**config.mk**
```make
export PLATFORM = sky130hd
export DESIGN_NAME = ppu_compositor
export DESIGN_NICKNAME = d
export VERILOG_FILES = /design/src/rtl/ppu_compositor.sv
export SDC_FILE = /design/constraint.sdc
export NUM_CORES = 1
export LEC_CHECK = 0
export BUFFER_PORTS_ARGS = -buffer_cell sky130_fd_sc_hd__buf_2
export CORE_ASPECT_RATIO = 0.7
export CORE_MARGIN = 3
export CORE_UTILIZATION = 45
export CTS_BUF_LIST = sky130_fd_sc_hd__clkbuf_4
export DETAILED_ROUTE_END_ITERATION = 6
export GPL_TIMING_DRIVEN = 0
export PLACE_DENSITY = 0.58
export REMOVE_ABC_BUFFERS = 1
export SYNTH_ARGS = -nofsm -noshare
export SYNTH_HDL_FRONTEND = slang
export SYNTH_SLANG_ARGS = --single-unit
```
**constraint.sdc**
```tcl
create_clock -name clk_in -period 2.57 [get_ports clk_in]
set_clock_uncertainty 0.1 [all_clocks]
set_input_delay 0.1285 -clock clk_in [delete_from_list [all_inputs] [get_ports clk_in]]
set_output_delay 0.1285 -clock clk_in [all_outputs]
set_load 0.01 [all_outputs]
```
**src/rtl/ppu_compositor.sv**
```systemverilog
// Pixel compositor: background/sprite priority resolve, mirrored palette RAM lookup, collision flag.
// Optional build macro PPU_COMP_GREYSCALE_EN adds greyscale_in, which masks bits [3:0] of the lookup.
module ppu_compositor #(
  parameter int unsigned SPR_CH      = 1,
  parameter int unsigned COLOR_W     = 6,
  parameter int unsigned PRAM_MIRROR = 1
) (
  input  logic                  clk_in,
  input  logic                  rst_n_in,
  input  logic                  pix_pulse_in,
  input  logic                  frame_start_in,
  input  logic [3:0]            bg_idx_in,
  input  logic [4*SPR_CH-1:0]   spr_idx_in,
  input  logic [SPR_CH-1:0]     spr_pri_in,
  input  logic [SPR_CH-1:0]     spr_primary_in,
  input  logic [4:0]            pram_a_in,
  input  logic [COLOR_W-1:0]    pram_d_in,
  input  logic                  pram_wr_in,
  output logic [COLOR_W-1:0]    pram_d_out,
  output logic [COLOR_W-1:0]    sys_idx_out,
  output logic                  sys_idx_vld_out,
  output logic                  pri_col_out
`ifdef PPU_COMP_GREYSCALE_EN
  ,
  input  logic                  greyscale_in
`endif
);

  localparam int unsigned ADDR_W    = 5;
  localparam int unsigned IDX_W     = 4;
  localparam int unsigned PAL_DEPTH = 32;
  localparam logic [COLOR_W-1:0] PAL_RST = COLOR_W'(32'h0F);

  // Entries 0x10/0x14/0x18/0x1C fold onto the backdrop entries when mirroring is on.
  function automatic logic [ADDR_W-1:0] mirror(input logic [ADDR_W-1:0] a);
    if (PRAM_MIRROR != 0 && a[1:0] == 2'b00) return {1'b0, a[3:0]};
    return a;
  endfunction

  logic [COLOR_W-1:0] pal_q [PAL_DEPTH];
  logic [ADDR_W-1:0]  s1_addr_q, s1_addr_d;
  logic               s1_vld_q;
  logic [COLOR_W-1:0] sys_idx_q, sys_idx_d;
  logic               sys_vld_q;
  logic               pri_col_q, pri_col_d;

  logic [SPR_CH-1:0]  spr_opaque;
  logic               bg_opaque;
  logic               win_found;
  logic [IDX_W-1:0]   win_idx;
  logic               win_pri;
  logic [COLOR_W-1:0] lookup;

  // Priority resolve: lowest-index opaque channel wins; its priority bit alone decides.
  always_comb begin
    bg_opaque = |bg_idx_in[1:0];
    win_found = 1'b0;
    win_idx   = '0;
    win_pri   = 1'b0;
    spr_opaque = '0;
    for (int c = 0; c < int'(SPR_CH); c++) begin
      spr_opaque[c] = |spr_idx_in[4*c +: 2];
      if (!win_found && spr_opaque[c]) begin
        win_found = 1'b1;
        win_idx   = spr_idx_in[4*c +: 4];
        win_pri   = spr_pri_in[c];
      end
    end
    if (win_found && (!win_pri || !bg_opaque)) s1_addr_d = {1'b1, win_idx};
    else if (bg_opaque)                       s1_addr_d = {1'b0, bg_idx_in};
    else                                      s1_addr_d = '0;
  end

  // S2 lookup reads the registered array, so a same-cycle write returns the old value.
  always_comb begin
    lookup = pal_q[mirror(s1_addr_q)];
`ifdef PPU_COMP_GREYSCALE_EN
    if (greyscale_in) lookup = lookup & ~COLOR_W'(4'hF);
`endif
    sys_idx_d = s1_vld_q ? lookup : sys_idx_q;
  end

  // Frame start has precedence over a coincident collision.
  always_comb begin
    pri_col_d = pri_col_q;
    if (frame_start_in)
      pri_col_d = 1'b0;
    else if (pix_pulse_in && bg_opaque && |(spr_primary_in & spr_opaque))
      pri_col_d = 1'b1;
  end

  always_ff @(posedge clk_in or negedge rst_n_in) begin
    if (!rst_n_in) begin
      s1_addr_q <= '0;
      s1_vld_q  <= 1'b0;
      sys_idx_q <= '0;
      sys_vld_q <= 1'b0;
      pri_col_q <= 1'b0;
    end else begin
      s1_addr_q <= s1_addr_d;
      s1_vld_q  <= pix_pulse_in;
      sys_idx_q <= sys_idx_d;
      sys_vld_q <= s1_vld_q;
      pri_col_q <= pri_col_d;
    end
  end

  always_ff @(posedge clk_in or negedge rst_n_in) begin
    if (!rst_n_in) begin
      for (int i = 0; i < int'(PAL_DEPTH); i++) pal_q[i] <= PAL_RST;
    end else if (pram_wr_in) begin
      pal_q[mirror(pram_a_in)] <= pram_d_in;
    end
  end

  assign pram_d_out      = pal_q[mirror(pram_a_in)];
  assign sys_idx_out     = sys_idx_q;
  assign sys_idx_vld_out = sys_vld_q;
  assign pri_col_out     = pri_col_q;

endmodule

```
==> results of run 1 <==
==> kinds of logic after synthesis <==
family / after synthesis / share of synthesized area [%]
AOI/OAI and AO/OA: 90 / 6.18
buffers and inverters: 96 / 3.92
muxes: 277 / 34.7
and+or+nand+nor: 136 / 7.40
DFF: 200 / 47.8
==> flip-flops by register name, summed over array words and instances (netlist names) <==
signal and cells:
sys_idx_out 6, s1_vld_q 1, s1_addr_q 5, pal_q 186, sys_idx_vld_out 1, pri_col_out 1
==> metal layers <==
layer / GRT usage [%] / up-vias
li1: - / 3013
met1: 36.4 / 3658
met5: 0 / -
met4: 4.81 / 0
met2: 36.9 / 233
met3: 5.28 / 23
==> critical path, delay by kind of cell, from the launching register on <==
kind | cells | cell delay [ps]
flops | 1 | 570
simple gates | 2 | 480
compound gates | 2 | 220
mux | 1 | 150
buf+inv | 1 | 150
==> synth_stat cells, types with 10 or more instances <==
master / count / area share (%)
mux2_2: 184 / 19
dfstp_2: 124 / 30
dfrtp_1: 76 / 18
mux4_2: 58 / 12
nand2_1: 52 / 1.8
clkbuf_1: 51 / 1.8
mux2i_1: 27 / 2.5
nor2_1: 26 / 0.90
a221oi_1: 24 / 1.9
buf_2: 17 / 0.79
o22ai_1: 16 / 0.93
a21oi_1: 11 / 0.51
inv_1: 11 / 0.38
buf_1: 10 / 0.35
==> power by group through the flow <==
stage	sequential [mW]	clock (mW)	combinational [mW]
after floorplan	4.37	0	1.35
after global placement	4.51	0	1.85
after detailed placement	4.54	0	1.97
after CTS	4.47	2.18	2.05
after global routing	4.57	2.33	2.24
final	4.49	2.13	2.07
==> worst max-delay path by stage <==
stage / slack [ps] / from / to / depth (start not counted)
final: 130 / pal_q[33] / pram_d_out[3] / 6
after global routing: 7 / pal_q[131] / pram_d_out[5] / 6
after floorplan: -1020 / s1_addr_q[1] / sys_idx_out[0] / 5
after detailed placement: -1160 / pram_a_in[2] / pal_q[59] / 5
after CTS: 10 / s1_addr_q[2] / sys_idx_out[4] / 6
after global placement: -2640 / s1_addr_q[1] / sys_idx_out[3] / 5
==> what timing repair did <==
item | 4_1_cts | 5_1_grt
gates resized for setup | 10 | 7
cloned | 1 | 0
endpoints found under the hold margin | 167 | 0
setup endpoints to repair | 72 | 6
buffers inserted | 11 | 4
hold buffers | 22 | 0
pin swaps | 0 | 0
==> stage by stage <==
stage                     TNS (ps)  hold WS [ps]
after floorplan              -5050          -267
after global placement     -422470           152
after detailed placement   -105850           154
after CTS                        0          1.16
after global routing             0          2.06
final                            0          44.7
==> area by class of cell <==
type,instances,area [um2]
repair buffers,81,683
inverters,11,52.6
repair inverters,1,7.51
multi-input cells,503,5250
clock inverters,14,243
fillers,1960,11100
well taps,312,390
clock buffers,18,135
flip-flops and latches,200,5170
==> impl_metrics.ini, run 1 <==
[outcome]
status = finished, final reports clean

[worst_setup_path]
crit_arrival_ps = 2210
crit_type = reg2out
r2r_slack_ps = 170
worst-endpoint-required_ps = 2340
critPathCaptureType = output port
slowest_delay_ps = 570
crit_fanout = 3
cp-start-kind = flop
crit_path_frequent_cell = nor2_1
r2r_end = sys_idx_out[5]
cp_cell_sequence = mux2_2 -> a221oi_1 -> nor2_1 -> o22ai_2 -> nor2_1 -> buf_2
reg2regPathDepth = 7
slowest_stage = dfstp_2
regToRegStartpoint = s1_addr_q[2]

[placed_design]
placed_area_mm2 = 0.0111
gp_congestion = 0.807
hpwl_um = 18800
place.port_buffers = 39
post-place-ws_ps = -1160
dp_cells = 1070

[clock_tree]
cts_sinks = 200
cts_buffers = 17
htree_levels = 4
insertion_delay_ps = 630
cts_tree = built
clk_pin_slew_ps = 170
ctsRootBufferMaster = clkbuf_4
clk_path_buf_depth = 2

[sta]
slew_headroom_pct = 35.6
fin_crit_ps = 2440
max_freq_ghz = 0.410
rsz0062_at_grt = no
fin_ws_ps = 131
slew_viol_final = 0
worst_pin_slew_ps = 966
hold_viol = 0
fin_crit_sh_pct = 94.9
setup_viol = 0

[route]
vias = 6927
drt_pass1_iterations = 5
vias_per_cell = 6.08
wl_met3_um = 1800
avgRoutedWirePerCell_um = 25.9
dr.first_iter.drc_count = 571
route.met2.wl_um = 13600
wl_met1_um = 13700
postRouteAntennaNets = 0
drc_errors = 0
routed_wirelength_um = 29500
maxUsedRoutingLayer = met4

[die]
fp.dieArea_mm2 = 0.0259
rows = 46
coreArea_mm2 = 0.0231
die-height_um = 136
io_pins = 40
start_util_pct = 46.7
die_width_um = 191

[yosys]
synth_edf_count = 0
netlist_instances = 799
yosysWarningCount = 0
synth_seq_cells = 200
synth_top_flop_cell = dfstp_2
yosysUniqueCellTypes = 50
ys_seq_area_share_pct = 47.8
synthArstFlopShare_pct = 100
synth_area_per_cell_um2 = 13.5
netlist_area_mm2 = 0.0108

[finish]
final_cells = 1140
post-route-cell-area_mm2 = 0.0119
finish.utilization_pct = 51.7
layout_commonest_cell = mux2_2
drive_gt1_share_pct = 60.0
area_growth_pct = 10.6
layout.nets = 841
layout_common_cells = mux2_2 (184), dfstp_2 (124), dfrtp_1 (73)
diodes = 0

[pwr]
power.switching_mw = 2.56
p_leak_nw = 4.79
internal_power_mw = 6.13
seq_power_share_pct = 51.6
finalPower_mw = 8.69
p_per_area_mw_per_mm2 = 728
power.share.combinational_pct = 23.8
switching_share_pct = 29.4
vdd_drop_max_uv = 546
clock_power_share_pct = 24.5

[hold_path]
min_delay_worst_endpoint = s1_vld_q
hp-class = in2reg
holdPathStages = 2
min-delay-start = pix_pulse_in

[global_route]
grt_pass1_wl_um = 46500
overflow = 0
antenna_found_initial = 0
grt_pass1_vias = 7294
grt_max_degree = 127
grt_use_total_pct = 24.3

[flow_run]
drv_cap = 0
No activity file was read; power rests on OpenSTA's default activity.
==> run 2: changes to the inputs <==
Settings changed: CORE_UTILIZATION 45 to 62, PLACE_DENSITY 0.58 to 0.77.
==> impl_metrics.ini, run 2 (same netlist as run 1, synthesis figures left out) <==
[outcome]
status = finished, final reports clean

[pwr]
p_per_area_mw_per_mm2 = 697
switching_share_pct = 30.5
internal_power_mw = 5.63
power.switching_mw = 2.47
clock_power_share_pct = 19.7
seq_power_share_pct = 55.4
vdd_drop_max_uv = 401
p_leak_nw = 4.71
power.share.combinational_pct = 25.0

[worst_setup_path]
crit_arrival_ps = 2280
crit_type = in2out
worst-endpoint-required_ps = 2340
crit_fanout = 53
critPathCaptureType = output port
reg2regPathDepth = 6
cp-start-kind = input pin

[clock_tree]
clk_pin_slew_ps = 150
cts_tree = built
htree_levels = 4
insertion_delay_ps = 630
ctsRootBufferMaster = clkbuf_4
clk_path_buf_depth = 2
cts_sinks = 200
cts_buffers = 17

[die]
rows = 39
fp.dieArea_mm2 = 0.0190
die-height_um = 116
start_util_pct = 64.6
die_width_um = 164
io_pins = 40
coreArea_mm2 = 0.0167

[sta]
max_freq_ghz = 0.399
slew_viol_final = 0
setup_viol = 0
fin_crit_sh_pct = 97.6
fin_crit_ps = 2510
worst_pin_slew_ps = 842
rsz0062_at_grt = no
slew_headroom_pct = 43.9
hold_viol = 0

[finish]
layout_common_cells = mux2_2 (184), dfstp_2 (124), dfrtp_1 (73)
layout.nets = 837
finish.utilization_pct = 69.7
area_growth_pct = 7.77
fill_cells = 1181
largest-register = pal_q
layout_commonest_cell = mux2_2
drive_gt1_share_pct = 59.3
post-route-cell-area_mm2 = 0.0116
largest_reg_flops = 186
diodes = 0
final_cells = 1049

[hold_path]
hp-class = in2async

[route]
routed_wirelength_um = 27400
postRouteAntennaNets = 0
drt_pass1_iterations = 5
avgRoutedWirePerCell_um = 26.1
vias = 7095
vias_per_cell = 6.76
drc_errors = 0
dr.first_iter.drc_count = 824

[placed_design]
hpwl_um = 17300
place.port_buffers = 39
placed_area_mm2 = 0.0110
gp_congestion = 0.858
dp_cells = 982

[global_route]
antenna_found_initial = 0
grt_use_total_pct = 30.2
overflow = 0
grt_max_degree = 108
grt_pass1_wl_um = 42600
grt_pass1_vias = 7288

[flow_run]
drv_cap = 0
-- run 2: through the flow --
step                setup WS [ps]  TNS [ps]  hold WS, ps  total power [mW]
floorplan                   -1020     -5050         -267              5.72
global placement            -2340   -384020          149              6.30
detailed placement           -997    -86310         92.5              6.45
CTS                         -33.5     -33.5         4.27              8.07
global route                 70.1         0         20.0              8.49
finish                       62.3         0         18.5              8.10
-- run 2: cell type report --
cell class | count | area, um2 | area share, %
Multi-Input combinational cell | 503 | 5220 | 44.9
Sequential cell | 200 | 5170 | 44.5
Timing Repair Buffer | 77 | 632 | 5.44
Tap cell | 225 | 282 | 2.42
Clock buffer | 18 | 135 | 1.16
Clock inverter | 14 | 125 | 1.08
Inverter | 11 | 52.6 | 0.452
Timing Repair inverter | 1 | 7.51 | 0.0646
-- run 2: critical path: stages --
cell,delay (ps)
buf_4,620
nor2b_2,230
buf_8,240
a221oi_1,340
nor2_1,160
o22ai_1,290
nor2_1,90
buf_2,150
-- run 2: power groups by stage --
stage / Sequential [mW] / Combinational [mW] / Clock [mW]
floorplan: 4.37 / 1.35 / 0
global placement: 4.49 / 1.81 / 0
detailed placement: 4.54 / 1.91 / 0
CTS: 4.48 / 1.97 / 1.62
global route: 4.56 / 2.17 / 1.76
finish: 4.48 / 2.02 / 1.59
-- run 2: path summary, 6_finish.rpt --
check | startpoint | endpoint | slack (ps)
setup / recovery | pram_a_in[1] | pram_d_out[1] | 60
hold / removal | rst_n_in | pal_q[137] | 20
setup reg to reg | s1_addr_q[2] | sys_idx_out[2] | 180
hold reg to reg | pal_q[42] | pal_q[42] | 280
max in group asynchronous | rst_n_in | pal_q[73] | 1400
min in group clk_in | pram_d_in[3] | pal_q[81] | 40
-- run 2: metal layers --
metal / wire length (um) / track usage, %
met1: 11500 / 42.5
met2: 12900 / 47.2
met3: 2440 / 7.90
met4: 521 / 9.13
met5: 0 / 0
-- run 2: repair_timing --
action | 4_1_cts | 5_1_grt
gates resized for setup | 7 | 5
hold buffers | 20 | 0
buffers inserted | 9 | 5
endpoints found under the setup margin | 70 | 10
hold endpoints to repair | 125 | 0
cloned | 1 | 0
